**config.mk**
```make
export PLATFORM = sky130hd
export DESIGN_NAME = pipe_register
export DESIGN_NICKNAME = d
export VERILOG_FILES = /design/src/rtl/pipe_register.sv
export SDC_FILE = /design/constraint.sdc
export NUM_CORES = 1
export LEC_CHECK = 0
export ABC_AREA = 1
export CAP_MARGIN = 10
export CORE_MARGIN = 2
export CORE_UTILIZATION = 60
export CTS_BUF_LIST = sky130_fd_sc_hd__clkbuf_16
export DETAILED_ROUTE_END_ITERATION = 6
export DONT_BUFFER_PORTS = 1
export PLACE_DENSITY = 0.76
export REMOVE_ABC_BUFFERS = 1
export SETUP_SLACK_MARGIN = 0.1
export SYNTH_ARGS = -nofsm -noshare
export SYNTH_HDL_FRONTEND = slang
export SYNTH_SLANG_ARGS = --single-unit
export TNS_END_PERCENT = 20
```
**constraint.sdc**
```tcl
create_clock -name Clk -period 1.65 [get_ports Clk]
set_input_delay 0.33 -clock Clk [delete_from_list [all_inputs] [get_ports Clk]]
set_output_delay 0.33 -clock Clk [all_outputs]
set_load 0.05 [all_outputs]
```
**src/rtl/pipe_register.sv**
```systemverilog
// Elastic DEPTH-stage register chain with valid/ready on both sides, bubble collapsing,
// synchronous flush and a registered occupancy count.
module pipe_register #(
    parameter int N     = 16,
    parameter int DEPTH = 2
) (
    input  logic                       Clk,
    input  logic                       Reset_n,
    input  logic                       Clr,
    input  logic                       In_Valid,
    output logic                       In_Ready,
    input  logic [N-1:0]               Data_In,
    output logic                       Out_Valid,
    input  logic                       Out_Ready,
    output logic [N-1:0]               Data_Out,
    output logic [$clog2(DEPTH+1)-1:0] Count
);
    localparam int CW = $clog2(DEPTH+1);

    logic [DEPTH-1:0] vld_q, vld_d;
    logic [DEPTH-1:0] adv;
    logic [N-1:0]     dat_q [DEPTH];
    logic [N-1:0]     dat_d [DEPTH];
    logic [CW-1:0]    count_q, count_d;

    // A stage may advance when it is empty or everything downstream of it moves.
    always_comb begin
        adv            = '0;
        adv[DEPTH-1]   = !vld_q[DEPTH-1] | Out_Ready;
        for (int i = DEPTH-2; i >= 0; i--) begin
            adv[i] = !vld_q[i] | adv[i+1];
        end
    end

    assign In_Ready = adv[0] & !Clr;

    always_comb begin
        vld_d = vld_q;
        dat_d = dat_q;
        if (adv[0]) begin
            vld_d[0] = In_Valid & In_Ready;
            if (In_Valid) begin
                dat_d[0] = Data_In;
            end
        end
        for (int i = 1; i < DEPTH; i++) begin
            if (adv[i]) begin
                vld_d[i] = vld_q[i-1];
                if (vld_q[i-1]) begin
                    dat_d[i] = dat_q[i-1];
                end
            end
        end
        count_d = '0;
        for (int i = 0; i < DEPTH; i++) begin
            count_d = count_d + CW'(vld_d[i]);
        end
    end

    // Flush clears exactly like reset; data is zeroed so Data_Out reads 0 afterwards.
    always_ff @(posedge Clk) begin
        if (!Reset_n || Clr) begin
            vld_q   <= '0;
            count_q <= '0;
            for (int i = 0; i < DEPTH; i++) begin
                dat_q[i] <= '0;
            end
        end else begin
            vld_q   <= vld_d;
            dat_q   <= dat_d;
            count_q <= count_d;
        end
    end

    assign Out_Valid = vld_q[DEPTH-1];
    assign Data_Out  = dat_q[DEPTH-1];
    assign Count     = count_q;

endmodule

```
Word-level counts from Yosys, hierarchy flattened. Cells that the tools add are included. W data, S select, Z words.

Mux-type cells: 2. Bitwise gates (word level): 4. Reductions and logical operators: 7. $add $sub $neg: 1.

Operator list (count): $logic_not A1 Y1 (4); $reduce_and A2 Y1 (2); $add A1 B1 Y2 (1); $and A1 B1 Y1 (2); $mux W1 (2); $or A1 B1 Y1 (2); $logic_or A1 B1 Y1 (1).

Word-level logic and storage cells: 18. Output and inout port bits: 20. Flip-flop bits (word level): 36. Input port bits: 21.

Longest topological paths before layout. Gate-level depths: netlist of run 1.

Depth in word-level cells: 7. Mapped depth: 7. Depth with buffers taken out: 6.

Least setup slack after synthesis of run 1. Ideal clock, no wire load.

Path type: reg-to-output. From: register vld_q[1]. To: output port In_Ready. Stages on the path, launching flop included: 5. Buffers on the path: 1. Arrival: 1.373 ns. Required time: 1.320 ns. Path slack: -0.053 ns. Cell sequence: dfxtp_1 -> nand3_4 -> buf_2 -> nand2_1 -> inv_1.

Word-level cells in the longest chain between the ends: 4.

Ends and longest elaborated chain: from (decl) (line 20) `logic [DEPTH-1:0] vld_q, vld_d;`; from (signal assigned) (line 69) `vld_q <= vld_d;`; $logic_not A1 Y1 (line 29) `adv[DEPTH-1] = !vld_q[DEPTH-1] | Out_Ready;`; $or A1 B1 Y1 (line 29); $or A1 B1 Y1 (line 31) `adv[i] = !vld_q[i] | adv[i+1];`; $and A1 B1 Y1 (line 35) `assign In_Ready = adv[0] & !Clr;`; to (decl) (line 11) `output logic In_Ready,`.

Every way passes these cells.

Worst setup path in the final report of run 1. Ends and elaborated chain as after synthesis.

==> out/metrics.yaml, run 1 <==
synth_cells: 230
required_ns: 1.32
die_area_sq_um: 3280
detailroute.via_count: 1254
die_x_um: 57.3
clkPwrFrac_pct: 50.0
numPortBuffers: 0
finalNetCount: 235
track_usage_pct: 20.4
final_area_sq_um: 1740
r2r_cells: 5
grt_pass1_wl_um: 5100
syn_area_sq_um: 1700
r2r-end: "Data_Out[4]"
async_reset_ff_share_pct: 0
hold_class: "in2reg"
path_class: "reg2out"
pwr-share-comb_pct: 5.9
p_sw_mw: 0.456
synth_common_cells: "nor2_1, nand2_1, dfxtp_1, inv_1"
holdPathEnd: "dat_q[16]"
crit_start: "vld_q[1]"
critical_path.max_fanout: 4
ys_types: 18
start_util_pct: 62.2
worst_pin_slew_ns: 0.535
drv_slew: 0
min_path_cells: 2
design.core.area_sq_um: 2730
row_count: 19
fmax_mhz: 692
p_int_mw: 1.65
initialDrtViolationCount: 14
vias_per_cell: 5.12
wl_per_cell_um: 12.5
synth_top_area_share_pct: 42.4
drive_gt1_share_pct: 10.3
synth_most_common_cell: "nor2_1"
h-tree-depth: 2
dpl.hpwl_um: 2050
finish.utilization_pct: 63.6
cts_tree: "yes"
worst_setup_path_end_kind: "output port"
drc: 0
clk-insertion-delay-late_ns: 0.28
synth_area_leaders: "dfxtp_1, nor2_1, nand2_1, buf_4, nand3b_1"
routed_wl_um: 3050
yosys.area.top_type: "dfxtp_1"
dr.pass1.iters: 4
first_global_vias: 1212
ys_ff_latch: 36
setup_viol: 0
worst_setup_path_start_kind: "flip-flop"
peakVddDrop_mv: 1.05
final_hold_viol_count: 0
cts_buffer_depth: 2
placed_area_sq_um: 1560
final_antenna_net_count: 0
io_pins: 41
clockRootBuffer: "clkbuf_16"
insertedDiodeCount: 0
r2r_start: "vld_q[0]"
place_ws_ns: 0.322
power.density_nw_per_um2: 1210
yosysWarnings: 0
pwr-share-seq_pct: 44.1
numClockSinks: 36
outcome: "completed"
yosys_most_used_dff: "dfxtp_1"
cts_hold_buf: 0
fin_crit_ns: 1.44
cts_buffers: 5
worstPathArrival_ns: 1.11
relSlewSlack_pct: 64.3
sw_frac_of_total_pct: 21.6
skew_ns: 0.00355
ff2ff_setup_slack_ns: 0.31
setup_ws_ns: 0.205
path_clk_slew_ns: 0.05
routabilityCongestion: 0.839
finalCritPeriodShare_pct: 87.5
syn_avg_cell_area_sq_um: 7.40
die_height_um: 57.3
area_growth_pct: 2.13
rsz0062_at_grt: "false"
synth_edf_count: 0
grt_antenna_before_repair: 0
grt_max_degree: 34
overflow: 0
maxCapViolations: 0
ys_seq_area_share_pct: 42.4
leakage_nw: 0.750
min_from: "In_Valid"
-- timing repair --
action,4_1_cts,5_1_grt
endpoints found under the hold margin,0,0
endpoints found under the setup margin,1,1
resized for setup,1,2
setup buffers,0,1
pin swaps,0,1
-- layout by cell type, fill, tap and decap left out, drive strengths merged --
cell / count
clkinvlp: 2
clkinv: 1
clkbuf: 5
nand2: 38
dfxtp: 36
inv: 22
bufinv: 1
buf: 6
ha: 1
nor2: 50
a21oi: 19
nand3: 17
nand3b: 16
-- flip-flops by register name, summed over array words and instances, names as in the netlist --
register / cells
Count: 2
Data_Out: 16
dat_q: 16
vld_q: 2
-- per-stage QoR --
stage	power (mW)	std cells	hold WS (ns)	setup TNS [ns]
finish	2.11	245	0.211	0
global route	2.18	245	0.214	0
CTS	2.12	244	0.212	0
detailed placement	1.07	236	0.461	0
global placement	1.06	236	0.453	0
floorplan	1.05	200	0.443	-0.0967
-- routing by layer --
layer	wire, um	global-route usage (%)	vias to the layer above
met1	1310	22.4	560
met2	1540	35.3	28
met3	160	7.26	5
li1	-	-	661
met4	44	8.97	0
met5	0	0	-
-- how the worst max path moves through the flow --
stage	slack, ns	cells past startpoint	endpoint
after global routing	0.17	3	In_Ready
final	0.21	3	In_Ready
after detailed placement	0.32	5	Data_Out[7]
after CTS	0.11	3	In_Ready
after floorplan	-0.1	3	In_Ready
after global placement	0.34	4	In_Ready
-- critical path: stages, from the launching register on --
cell        delay (ns)
dfxtp_2           0.40
nand3_4           0.10
nand2_2           0.09
clkinvlp_4        0.24
-- kinds of logic (layout without fill, tap and decap cells) --
family / count (synthesis) / after routing / share of synthesized area, %
simple gates: 121 / 121 / 32.5
buf+inv: 53 / 37 / 18.2
flops: 36 / 36 / 42.4
compound gates: 19 / 19 / 6.25
fa+ha+maj: 1 / 1 / 0.735
-- layout make-up --
class,count,area [sq um]
flip-flops and latches,36,722
inverters,23,90.1
fillers,254,996
clock buffers,5,125
clock inverters,3,42.5
repair buffers,6,45.0
multi-input cells,141,674
well taps,31,38.8
-- power by group through the flow --
stage / Sequential [mW] / Clock (mW) / Combinational (mW)
2_1_floorplan: 0.948 / 0 / 0.0989
3_3_place_gp: 0.947 / 0 / 0.118
3_5_place_dp: 0.949 / 0 / 0.123
4_1_cts: 0.930 / 1.06 / 0.124
5_1_grt: 0.932 / 1.11 / 0.144
6_report: 0.930 / 1.06 / 0.125
Power figures use the tool's default switching activity.
==> run 2: changes to the inputs <==
--- a/config.mk
+++ b/config.mk
@@ -12,6 +12,7 @@
 export CTS_BUF_LIST = sky130_fd_sc_hd__clkbuf_16
 export DETAILED_ROUTE_END_ITERATION = 6
 export DONT_BUFFER_PORTS = 1
+export GPL_ROUTABILITY_DRIVEN = 0
 export PLACE_DENSITY = 0.76
 export REMOVE_ABC_BUFFERS = 1
 export SETUP_SLACK_MARGIN = 0.1
==> results of run 2 <==
Final layout, timing and power as in run 1 (identical DEF).
==> run 3: changes to the inputs <==
--- a/config.mk
+++ b/config.mk
@@ -9,7 +9,6 @@
 export CAP_MARGIN = 10
 export CORE_MARGIN = 2
 export CORE_UTILIZATION = 60
-export CTS_BUF_LIST = sky130_fd_sc_hd__clkbuf_16
 export DETAILED_ROUTE_END_ITERATION = 6
 export DONT_BUFFER_PORTS = 1
 export GPL_ROUTABILITY_DRIVEN = 0
==> out/metrics.yaml, run 3 (synthesis gave the netlist of run 1 again) <==
outcome: "completed"
first_global_vias: 1201
skew_ns: 0.00666
fmax_mhz: 670
initialDrtViolationCount: 20
dr.pass1.iters: 4
path_class: "reg2out"
finalNetCount: 236
dpl.hpwl_um: 2050
die_x_um: 57.3
area_growth_pct: -2.43
finalCritPeriodShare_pct: 90.5
io_pins: 41
required_ns: 1.32
routed_wl_um: 3010
hold_class: "in2reg"
finalNonFillerCells: 246
seqCellArea_sq_um: 724
wl_per_cell_um: 12.2
grt_pass1_wl_um: 5110
insertedDiodeCount: 0
final_common_cell: "nor2_1"
numClockSinks: 36
detailroute.via_count: 1262
peakVddDrop_mv: 0.716
placed_cells: 236
path_clk_slew_ns: 0.11
r2r_cells: 5
clockRootBuffer: "clkbuf_4"
grt_max_degree: 34
track_usage_pct: 20.2
r2r-end: "Data_Out[4]"
numPortBuffers: 0
mostFrequentLayoutCells: "nor2_1, nand2_1, dfxtp_1"
maxCapViolations: 0
final_antenna_net_count: 0
num-fill-cells: 266
multiInputGateArea_sq_um: 674
relSlewSlack_pct: 64.3
vias_per_cell: 5.13
die_area_sq_um: 3280
final_hold_viol_count: 0
overflow: 0
place_ws_ns: 0.322
cts_buffers: 5
ff2ff_setup_slack_ns: 0.30
power.density_nw_per_um2: 1000
start_util_pct: 62.2
holdPathEnd: "dat_q[24]"
drive_gt1_share_pct: 10.7
fin_crit_ns: 1.49
min_path_cells: 2
worstPathArrival_ns: 1.16
die_height_um: 57.3
clk-insertion-delay-late_ns: 0.34
setup_viol: 0
cts_tree: "yes"
min_from: "In_Valid"
h-tree-depth: 2
worst_pin_slew_ns: 0.535
drv_slew: 0
design.core.area_sq_um: 2730
slowest_stage: "dfxtp_1"
worst_setup_path_end_kind: "output port"
critical_path.max_fanout: 2
worst_setup_path_start_kind: "flip-flop"
grt_antenna_before_repair: 0
r2r_start: "vld_q[0]"
leakage_nw: 0.717
path_cells: "nand3_4 > nand2_2 > clkinvlp_4"
cts_buffer_depth: 2
drc: 0
total_power_mw: 1.67
setup_ws_ns: 0.157
slowest_delay_ns: 0.39
row_count: 19
rsz0062_at_grt: "false"
==> run 3: how the worst max path moves through the flow <==
stage                     startpoint          end  slack, ns  depth (start not counted)
final                       vld_q[0]     In_Ready       0.16                          3
after global placement     Out_Ready     In_Ready       0.34                          4
after floorplan             vld_q[1]     In_Ready       -0.1                          3
after global routing        vld_q[0]     In_Ready       0.10                          3
after CTS                   vld_q[1]     In_Ready       0.16                          3
after detailed placement    vld_q[0]  Data_Out[7]       0.32                          5
==> run 3: report_power, final <==
part	total (mW)	internal (mW)	switching, mW
clock	0.614	0.316	0.298
combinational	0.125	0.0518	0.0728
sequential	0.927	0.891	0.0355
==> run 3: critical path: cells and delay by family, from the launching register on <==
family | cells | cell delay, ns
flip-flops | 1 | 0.39
AND/OR/NAND/NOR | 2 | 0.19
buffers and inverters | 1 | 0.24
==> run 3: routing by layer <==
metal	global-route usage, %	wire [um]	up-vias
met5	0	0	-
met4	7.64	42	0
met3	7.94	166	6
met2	34.8	1520	26
met1	22.4	1290	569
li1	-	-	661
==> run 3: final cells by class <==
type,instances,area share (%)
Tap cell,31,2.34
Sequential cell,36,43.6
Clock buffer,5,2.26
Multi-Input combinational cell,141,40.6
Timing Repair Buffer,7,3.17
Clock inverter,3,2.56
Inverter,23,5.43
==> run 3: timing repair <==
action	CTS	global route
setup endpoints to repair	1	1
gates resized for setup	4	0
hold buffers	0	0
setup buffers	1	1
==> run 3: stage by stage <==
step | setup TNS (ns) | util, % | hold WS [ns] | instance area [sq um]
final | 0 | 60.7 | 0.140 | 1660
after CTS | 0 | 60.5 | 0.133 | 1650
after global placement | 0 | 56.9 | 0.453 | 1560
after floorplan | -0.0967 | - | 0.443 | 1480
after detailed placement | 0 | 56.9 | 0.461 | 1560
after global routing | 0 | 60.7 | 0.124 | 1660
